--- src/rtl/discrete_audio_i2s_out.sv ---
// discrete_audio_i2s_out: audio sink for the discrete sound circuits.
// Generates the per-frame sample strobe audio_clk_en, captures in_sample
// one clk after that strobe, and serializes the sample as mono Philips I2S
// (same word on left and right), MSB first, with a one-bit delay.
// Ports: clk, I_RSTn (async, active-low), in_sample[15:0] (signed) in;
//        audio_clk_en, i2s_sclk, i2s_lrclk, i2s_sdata, frame_start out.
// Optional: define DISCRETE_AUDIO_SOFT_START_EN to ramp the gain from 0 to 1
//           over the first 256 frames after reset (removes power-on pop).
module discrete_audio_i2s_out #(
   parameter int unsigned CLOCK_RATE  = 24576000,
   parameter int unsigned SAMPLE_RATE = 48000
) (
   input  logic               clk,
   input  logic               I_RSTn,
   input  logic signed [15:0] in_sample,
   output logic               audio_clk_en,
   output logic               i2s_sclk,
   output logic               i2s_lrclk,
   output logic               i2s_sdata,
   output logic               frame_start
);

   localparam logic [31:0] INC = 32'(128 * SAMPLE_RATE);
   localparam logic [31:0] CR  = 32'(CLOCK_RATE);

   generate
      if (CLOCK_RATE < 128 * SAMPLE_RATE) begin : g_rate_chk
         $error("CLOCK_RATE must be at least 128*SAMPLE_RATE");
      end
   endgenerate

   logic [31:0]        acc;
   logic [5:0]         slot;
   logic signed [15:0] held;
   logic [15:0]        tx_word;
   logic               pending;

   logic [32:0]        sum;
   logic               wrap;
   logic [31:0]        acc_nxt;
   logic               fall;
   logic [5:0]         slot_nxt;
   logic [4:0]         pos;
   logic [3:0]         bit_idx;
   logic               sd_nxt;
   logic [15:0]        tx_load;

`ifdef DISCRETE_AUDIO_SOFT_START_EN
   logic [8:0]         gain;
   logic signed [25:0] prod;

   always_comb begin
      prod    = held * $signed({1'b0, gain});
      tx_load = prod[23:8];
   end
`else
   always_comb begin
      tx_load = held;
   end
`endif

   always_comb begin
      sum      = {1'b0, acc} + {1'b0, INC};
      wrap     = (sum >= {1'b0, CR});
      acc_nxt  = wrap ? 32'(sum - {1'b0, CR}) : sum[31:0];
      // A wrap while the bit clock is high is the 1->0 edge.
      fall     = wrap & i2s_sclk;
      slot_nxt = slot + 6'd1;
      pos      = slot_nxt[4:0];
      bit_idx  = 4'(5'd16 - pos);
      sd_nxt   = 1'b0;
      if (pos != 5'd0 && pos <= 5'd16) begin
         sd_nxt = tx_word[bit_idx];
      end
   end

   always_ff @(posedge clk or negedge I_RSTn) begin
      if (!I_RSTn) begin
         acc          <= '0;
         slot         <= 6'd63;
         held         <= '0;
         tx_word      <= '0;
         pending      <= 1'b0;
         audio_clk_en <= 1'b0;
         i2s_sclk     <= 1'b0;
         i2s_lrclk    <= 1'b1;
         i2s_sdata    <= 1'b0;
         frame_start  <= 1'b0;
      end else begin
         acc          <= acc_nxt;
         if (wrap) begin
            i2s_sclk <= ~i2s_sclk;
         end
         frame_start  <= fall && (slot_nxt == 6'd0);
         audio_clk_en <= fall && (slot_nxt == 6'd48);
         // Source registers its sample on the strobe; take it a clk later.
         pending      <= audio_clk_en;
         if (pending) begin
            held <= in_sample;
         end
         if (fall) begin
            slot      <= slot_nxt;
            i2s_lrclk <= slot_nxt[5];
            i2s_sdata <= sd_nxt;
            if (slot_nxt == 6'd0) begin
               tx_word <= tx_load;
            end
         end
      end
   end

`ifdef DISCRETE_AUDIO_SOFT_START_EN
   always_ff @(posedge clk or negedge I_RSTn) begin
      if (!I_RSTn) begin
         gain <= '0;
      end else if (fall && slot_nxt == 6'd0 && gain != 9'd256) begin
         gain <= gain + 9'd1;
      end
   end
`endif

endmodule

--- config.mk ---
export PLATFORM = sky130hd
export DESIGN_NAME = discrete_audio_i2s_out
export DESIGN_NICKNAME = d
export VERILOG_FILES = /design/src/rtl/discrete_audio_i2s_out.sv
export SDC_FILE = /design/constraint.sdc
export NUM_CORES = 1
export LEC_CHECK = 0
export CORE_UTILIZATION = 60
export CTS_CLUSTER_SIZE = 25
export DETAILED_ROUTE_END_ITERATION = 6
export PLACE_DENSITY_LB_ADDON = 0.12
export REMOVE_ABC_BUFFERS = 1
export SYNTH_ARGS = -nofsm -noshare
export SYNTH_HDL_FRONTEND = slang
export SYNTH_SLANG_ARGS = --single-unit
--- constraint.sdc ---
create_clock -name clk -period 9.7 [get_ports clk]
set_clock_uncertainty 0.15 [all_clocks]
set_input_delay 1.455 -clock clk [delete_from_list [all_inputs] [get_ports clk]]
set_output_delay 1.455 -clock clk [all_outputs]
set_load 0.005 [all_outputs]
# == Word-level counts from Yosys, hierarchy flattened ==
# Cells that the tools add are included.
# word_totals
regBits,76
latch_bits,0
ram_bits,0
rom_bits,0
input_bits,18
output_inout_bits,5
wordCells,30
mem_count,0
# op_classes
addsub,4
n_mul,0
div_mod_pow,0
magnitude_cmp,3
n_eq_ne,1
shift,0
muxes,4
n_bitwise,2
reduce_logical,6
# op_table
op,count
$add A32 B23 Y33 const B,1
$ge A33 B25 Y1 const B,1
$mux W32,1
$sub A32 B25 Y32 const B,1
$add A6 B1 Y6 const B,1
$eq A6 B6 Y1 const B,1
$logic_not A6 Y1,1
$le A5 B5 Y1 const B,1
$lt A4 B5 Y1 const B,1
$reduce_bool A5 Y1,1
$bmux W1 S4,1
$sub A1 B4 Y4 const A,1
$logic_and A1 B1 Y1,3
$mux W1,2
$reduce_and A2 Y1,1
$and A1 B1 Y1,1
$not A1 Y1,1

# == Longest topological paths before layout ==
# logic_depth
word_depth,5
ltp_mapped,12
mapped_depth_nobuf,11

# == Worst setup path before layout ==
# No wires, ideal clock.
# synth_timing
path_type,register -> register
from,reg acc[14]
to,reg tx_word[10]
setup_time_ns,0.125
t_arrival_ns,2.848
path_slack_ns,6.577
path_stages_with_launch,12
period_less_slack_ns,3.123
path_cell_list,dfrtp_1 inv_1 ha_1 nor2b_1 o31a_1 a31oi_1 o31ai_2 a2111oi_4 nand3_4 nand4_4 buf_12 mux2_4
# synth_via
elab_chain_cells,4
# synth_rtl
item,line,text
start: declaration,32,logic [31:0] acc;
start signal: assignment,90,acc <= acc_nxt;
$add A32 B23 Y33,63,"sum = {1'b0, acc} + {1'b0, INC};"
$ge A33 B25 Y1,64,"wrap = (sum >= {1'b0, CR});"
$and A1 B1 Y1,67,fall = wrap & i2s_sclk;
$reduce_and A2 Y1 (no source line),--,
end signal: assignment,106,tx_word <= tx_load;
end: declaration,35,logic [15:0] tx_word;
# Every way passes these cells.
# A chain may end at the register's enable or synchronous reset.

# == Worst setup path in the final report ==
# layout_timing
from,reg acc[14]
to,reg tx_word[3]
# Same word-level chain as after synthesis.

==> summary.md <==
The run finished with clean final reports. Entering global routing, the biggest net connects 62 pins. The placeable core region was 5240 µm²; the delay contributed by the slowest stage of the critical path was 560 ps. The fraction of layout instances using a drive strength above 1 was 0.233; the maximum fanout count along the critical path was 17.

For this block, the routed nets add up to 5950 µm of wire. The tools report the count of fill cells added during filler insertion as 399. The run gives 330 as the number of nets in the layout. The routed layout has 2,190 vias.

The global router's overall resource usage came out at 0.242. The type of the setup path with the least slack was reg2reg. Before antenna repair, the detailed router went through 4 iterations. Counting the buffers created by CTS gives 9.

The achievable clock frequency is 272 MHz, and the slew at the pin closest to its max-slew limit is 759 ps. For the number of buffers added for setup after CTS, the log shows 0. The count of buffers added on input and output ports is 22.

The logs give 118 for the number of DRC markers after the initial detailed-route iteration and 0.0981 mW for the power spent charging and discharging nets. By area the synthesized netlist is led by sky130_fd_sc_hd__dfrtp_1 41%, sky130_fd_sc_hd__mux2_2 9.1%, sky130_fd_sc_hd__dfstp_2 4.7%, sky130_fd_sc_hd__xnor2_1 4.7%, sky130_fd_sc_hd__mux2_4 4.1%. 0 antenna diodes ended up in the layout.

The height of the chip is 76.5 µm, and the number of distinct library cell variants in the gate-level netlist after synthesis is 58. The final estimated routing congestion in global placement is 0.904, and the number of enable flip-flop cells after synthesis is 0. The clock transition at the registers of the reported paths was 60 ps; the share of the core filled with cells in the final layout was 0.717. The slowest stage of the critical path is the sky130_fd_sc_hd__a2111oi_4 cell.

No sink is reached through more buffers than the 2 on the longest clock path. The clock group share of total power was 0.437; the count of warnings emitted by yosys was 0. In the synthesized netlist, the number of instances is 285. The number of pins exceeding their max-slew limit in the final report is 0, and the relative slew slack is 0.494. In the post-synthesis netlist, the cell with the most instances is sky130_fd_sc_hd__dfrtp_1. The worst hold path belongs to the class reg2reg. Traced cell by cell, the critical path runs through inv_1, ha_1, nor2b_1, o31a_1, a31oi_1, o31ai_2, a2111oi_4, nand3_4, nand4_4, mux2_2. TritonCTS built the clock tree. STA classifies the critical path startpoint as a flip-flop.

The run gives 221 ps as the post-route worst hold slack. In the final layout, the multi-input gates occupy 1710 µm². The tools report the sequential cell fraction of total power as 0.539. After global routing the overflow that remains totals 0. Cell area power density: 126 nW/µm².

In the synthesized netlist, the cells that appear most often are 55 x sky130_fd_sc_hd__dfrtp_1, 27 x sky130_fd_sc_hd__mux2_2, 24 x sky130_fd_sc_hd__nand2_1. The number of global-route vias before repair is 2,408. The run gives 6020 ps as the worst path setup slack after routing. Across the run, the number of max-cap violations was 0. The fraction of registers with async set/reset is 1.00, and the setup slack at placement is 6020 ps. The detail route stage leaves a number of antenna-violating nets equal to 0. The H-tree was split into 3 levels. The total of hold buffers inserted after clock tree synthesis was 0; the largest vdd supply drop was 95.8 µV.

The minimum clock period after layout came out at 3680 ps. The run gives 0 as the number of antenna violations at the first check in global routing. For this design the top-level I/O count stands at 23. The combinational fraction of design power was 0.024. The static power due to leakage was 1.76 nW.

The average via count per standard cell was 5.72; the critical path data required time was 9760 ps. The die covers 5840 µm². Data arrives at the worst endpoint at 3740 ps. The detail-routed net length per standard cell is 15.5 µm, and the post-detailed-placement half-perimeter wirelength is 4260 µm. The number of hold violations in the final report is 0. Number of core rows: 26.

Combined buffer and inverter count along the critical path: 1. The first global-routing pass estimated 10,900 µm of wire. For the total negative slack for setup checks, the log shows 0 ps.

The most common flop cell mapped by yosys was sky130_fd_sc_hd__dfrtp_1. The area growth from synthesis to final layout was 13.0%. Setup violations remaining at the end of the flow were counted as 0. A synthesized cell averages 11.7 µm². For the internal power contribution, the log shows 0.374 mW. Setup repair after global routing left no endpoint under its margin.

Counting flops and latches in the post-synthesis netlist gives 61. The number of gates resized after CTS was 0. The kind of cell with the highest combined delay on the critical path was compound AO/OA/AOI/OAI gates.

The cell chosen for the clock root is sky130_fd_sc_hd__clkbuf_8. After detailed routing, the number of remaining DRC violations is 0. The cell area that synthesis handed to floorplanning was 3330 µm². The share of the synthesized area in the top cell type is 0.414. For the starting utilization of the core area, the log shows 0.635. Counting every sink on the clock net gives 61.

The switching fraction of total power is 0.208, and the worst-skew pair later-pin latency is 340 ps. The tools report the kind of end point of the critical path as a flip-flop. The final critical-path share of the clock period works out to 0.379. The floorplan step set the die width to 76.5 µm.

The logs give 0.461 for the share of the yosys chip area belonging to registers and 1530 µm² for the register area. sky130_fd_sc_hd__dfrtp_1 takes more of the synthesized area than any other cell.
-- registers in the layout, indices dropped and copies added, names as in the netlist, 5 cells and up --
name,count
acc,18
held,16
tx_word,16
slot,5
-- power by group through the flow --
stage                     clock network (mW)  logic, mW  registers [mW]
after floorplan                            0  0.0000551           0.259
after global placement                     0     0.0117           0.259
after detailed placement                   0     0.0119           0.259
after CTS                              0.210     0.0119           0.255
after global routing                   0.222     0.0132           0.254
final                                  0.206     0.0114           0.255
-- layer usage --
metal,GRT usage,share of wire,vias up
met3,0.0599,0.036,12
met4,0.129,0.018,0
met2,0.392,0.51,47
li1,-,-,1063
met1,0.298,0.44,1068
met5,0,0,-
-- final cells by class --
class / count / share of cell area
clock inverter: 1 / 0.00133
inverter: 7 / 0.00699
timing repair buffer: 23 / 0.0593
multi-input combinational: 206 / 0.454
clock buffer: 15 / 0.0470
sequential: 61 / 0.408
tap: 70 / 0.0233
-- worst paths after layout --
kind                            slack (ps)  depth (start not counted)              startpoint                endpoint
worst min register to register         220                          0  audio_clk_en$_DFF_PN0_       pending$_DFF_PN0_
worst min-delay path                   220                          0  audio_clk_en$_DFF_PN0_       pending$_DFF_PN0_
max in group asynchronous             7770                          2                  I_RSTn  tx_word[3]$_DFFE_PN0P_
min in group asynchronous             1100                          2                  I_RSTn       acc[26]$_DFF_PN0_
worst max register to register        6020                         10       acc[14]$_DFF_PN0_  tx_word[3]$_DFFE_PN0P_
worst max-delay path                  6020                         10       acc[14]$_DFF_PN0_  tx_word[3]$_DFFE_PN0P_
-- cell usage in the layout (no fill, tap or decap), types with 2 or more instances in the layout --
cell,instances
sky130_fd_sc_hd__nor2_1,19
sky130_fd_sc_hd__a21boi_0,4
sky130_fd_sc_hd__nor3b_1,3
sky130_fd_sc_hd__nand2_1,24
sky130_fd_sc_hd__nor3_1,5
sky130_fd_sc_hd__mux2i_1,3
sky130_fd_sc_hd__nand4_1,4
sky130_fd_sc_hd__nand4b_1,2
sky130_fd_sc_hd__mux4_2,5
sky130_fd_sc_hd__mux2_4,9
sky130_fd_sc_hd__a31oi_1,3
sky130_fd_sc_hd__clkbuf_8,12
sky130_fd_sc_hd__dfstp_2,6
sky130_fd_sc_hd__nand3_1,7
sky130_fd_sc_hd__o31a_1,2
sky130_fd_sc_hd__clkbuf_1,3
sky130_fd_sc_hd__xnor2_1,18
sky130_fd_sc_hd__inv_1,7
sky130_fd_sc_hd__clkdlybuf4s50_1,21
sky130_fd_sc_hd__and2_1,3
sky130_fd_sc_hd__dfrtp_1,55
sky130_fd_sc_hd__o31ai_1,4
sky130_fd_sc_hd__nand2b_1,4
sky130_fd_sc_hd__nor4_1,2
sky130_fd_sc_hd__mux2_2,27
sky130_fd_sc_hd__o21ai_0,10
sky130_fd_sc_hd__ha_1,4
sky130_fd_sc_hd__and3_1,2
sky130_fd_sc_hd__xor2_1,13
sky130_fd_sc_hd__a21oi_1,2
-- metrics by stage --
stage / instances / area (µm²) / power (mW)
after detailed placement: 367 / 3580 / 0.271
after global placement: 367 / 3580 / 0.271
after CTS: 383 / 3760 / 0.476
final: 383 / 3760 / 0.472
after global routing: 383 / 3760 / 0.489
after floorplan: 274 / 3270 / 0.259
-- logic make-up after synthesis --
| family | after synthesis | synth area share |
|---|---|---|
| mux | 44 | 0.175 |
| buf+inv | 18 | 0.0260 |
| simple gates | 85 | 0.137 |
| fa+ha+maj | 4 | 0.0150 |
| compound gates | 41 | 0.0990 |
| xor+xnor | 32 | 0.0865 |
| flops | 61 | 0.461 |
(Power assumes the default switching activity.)
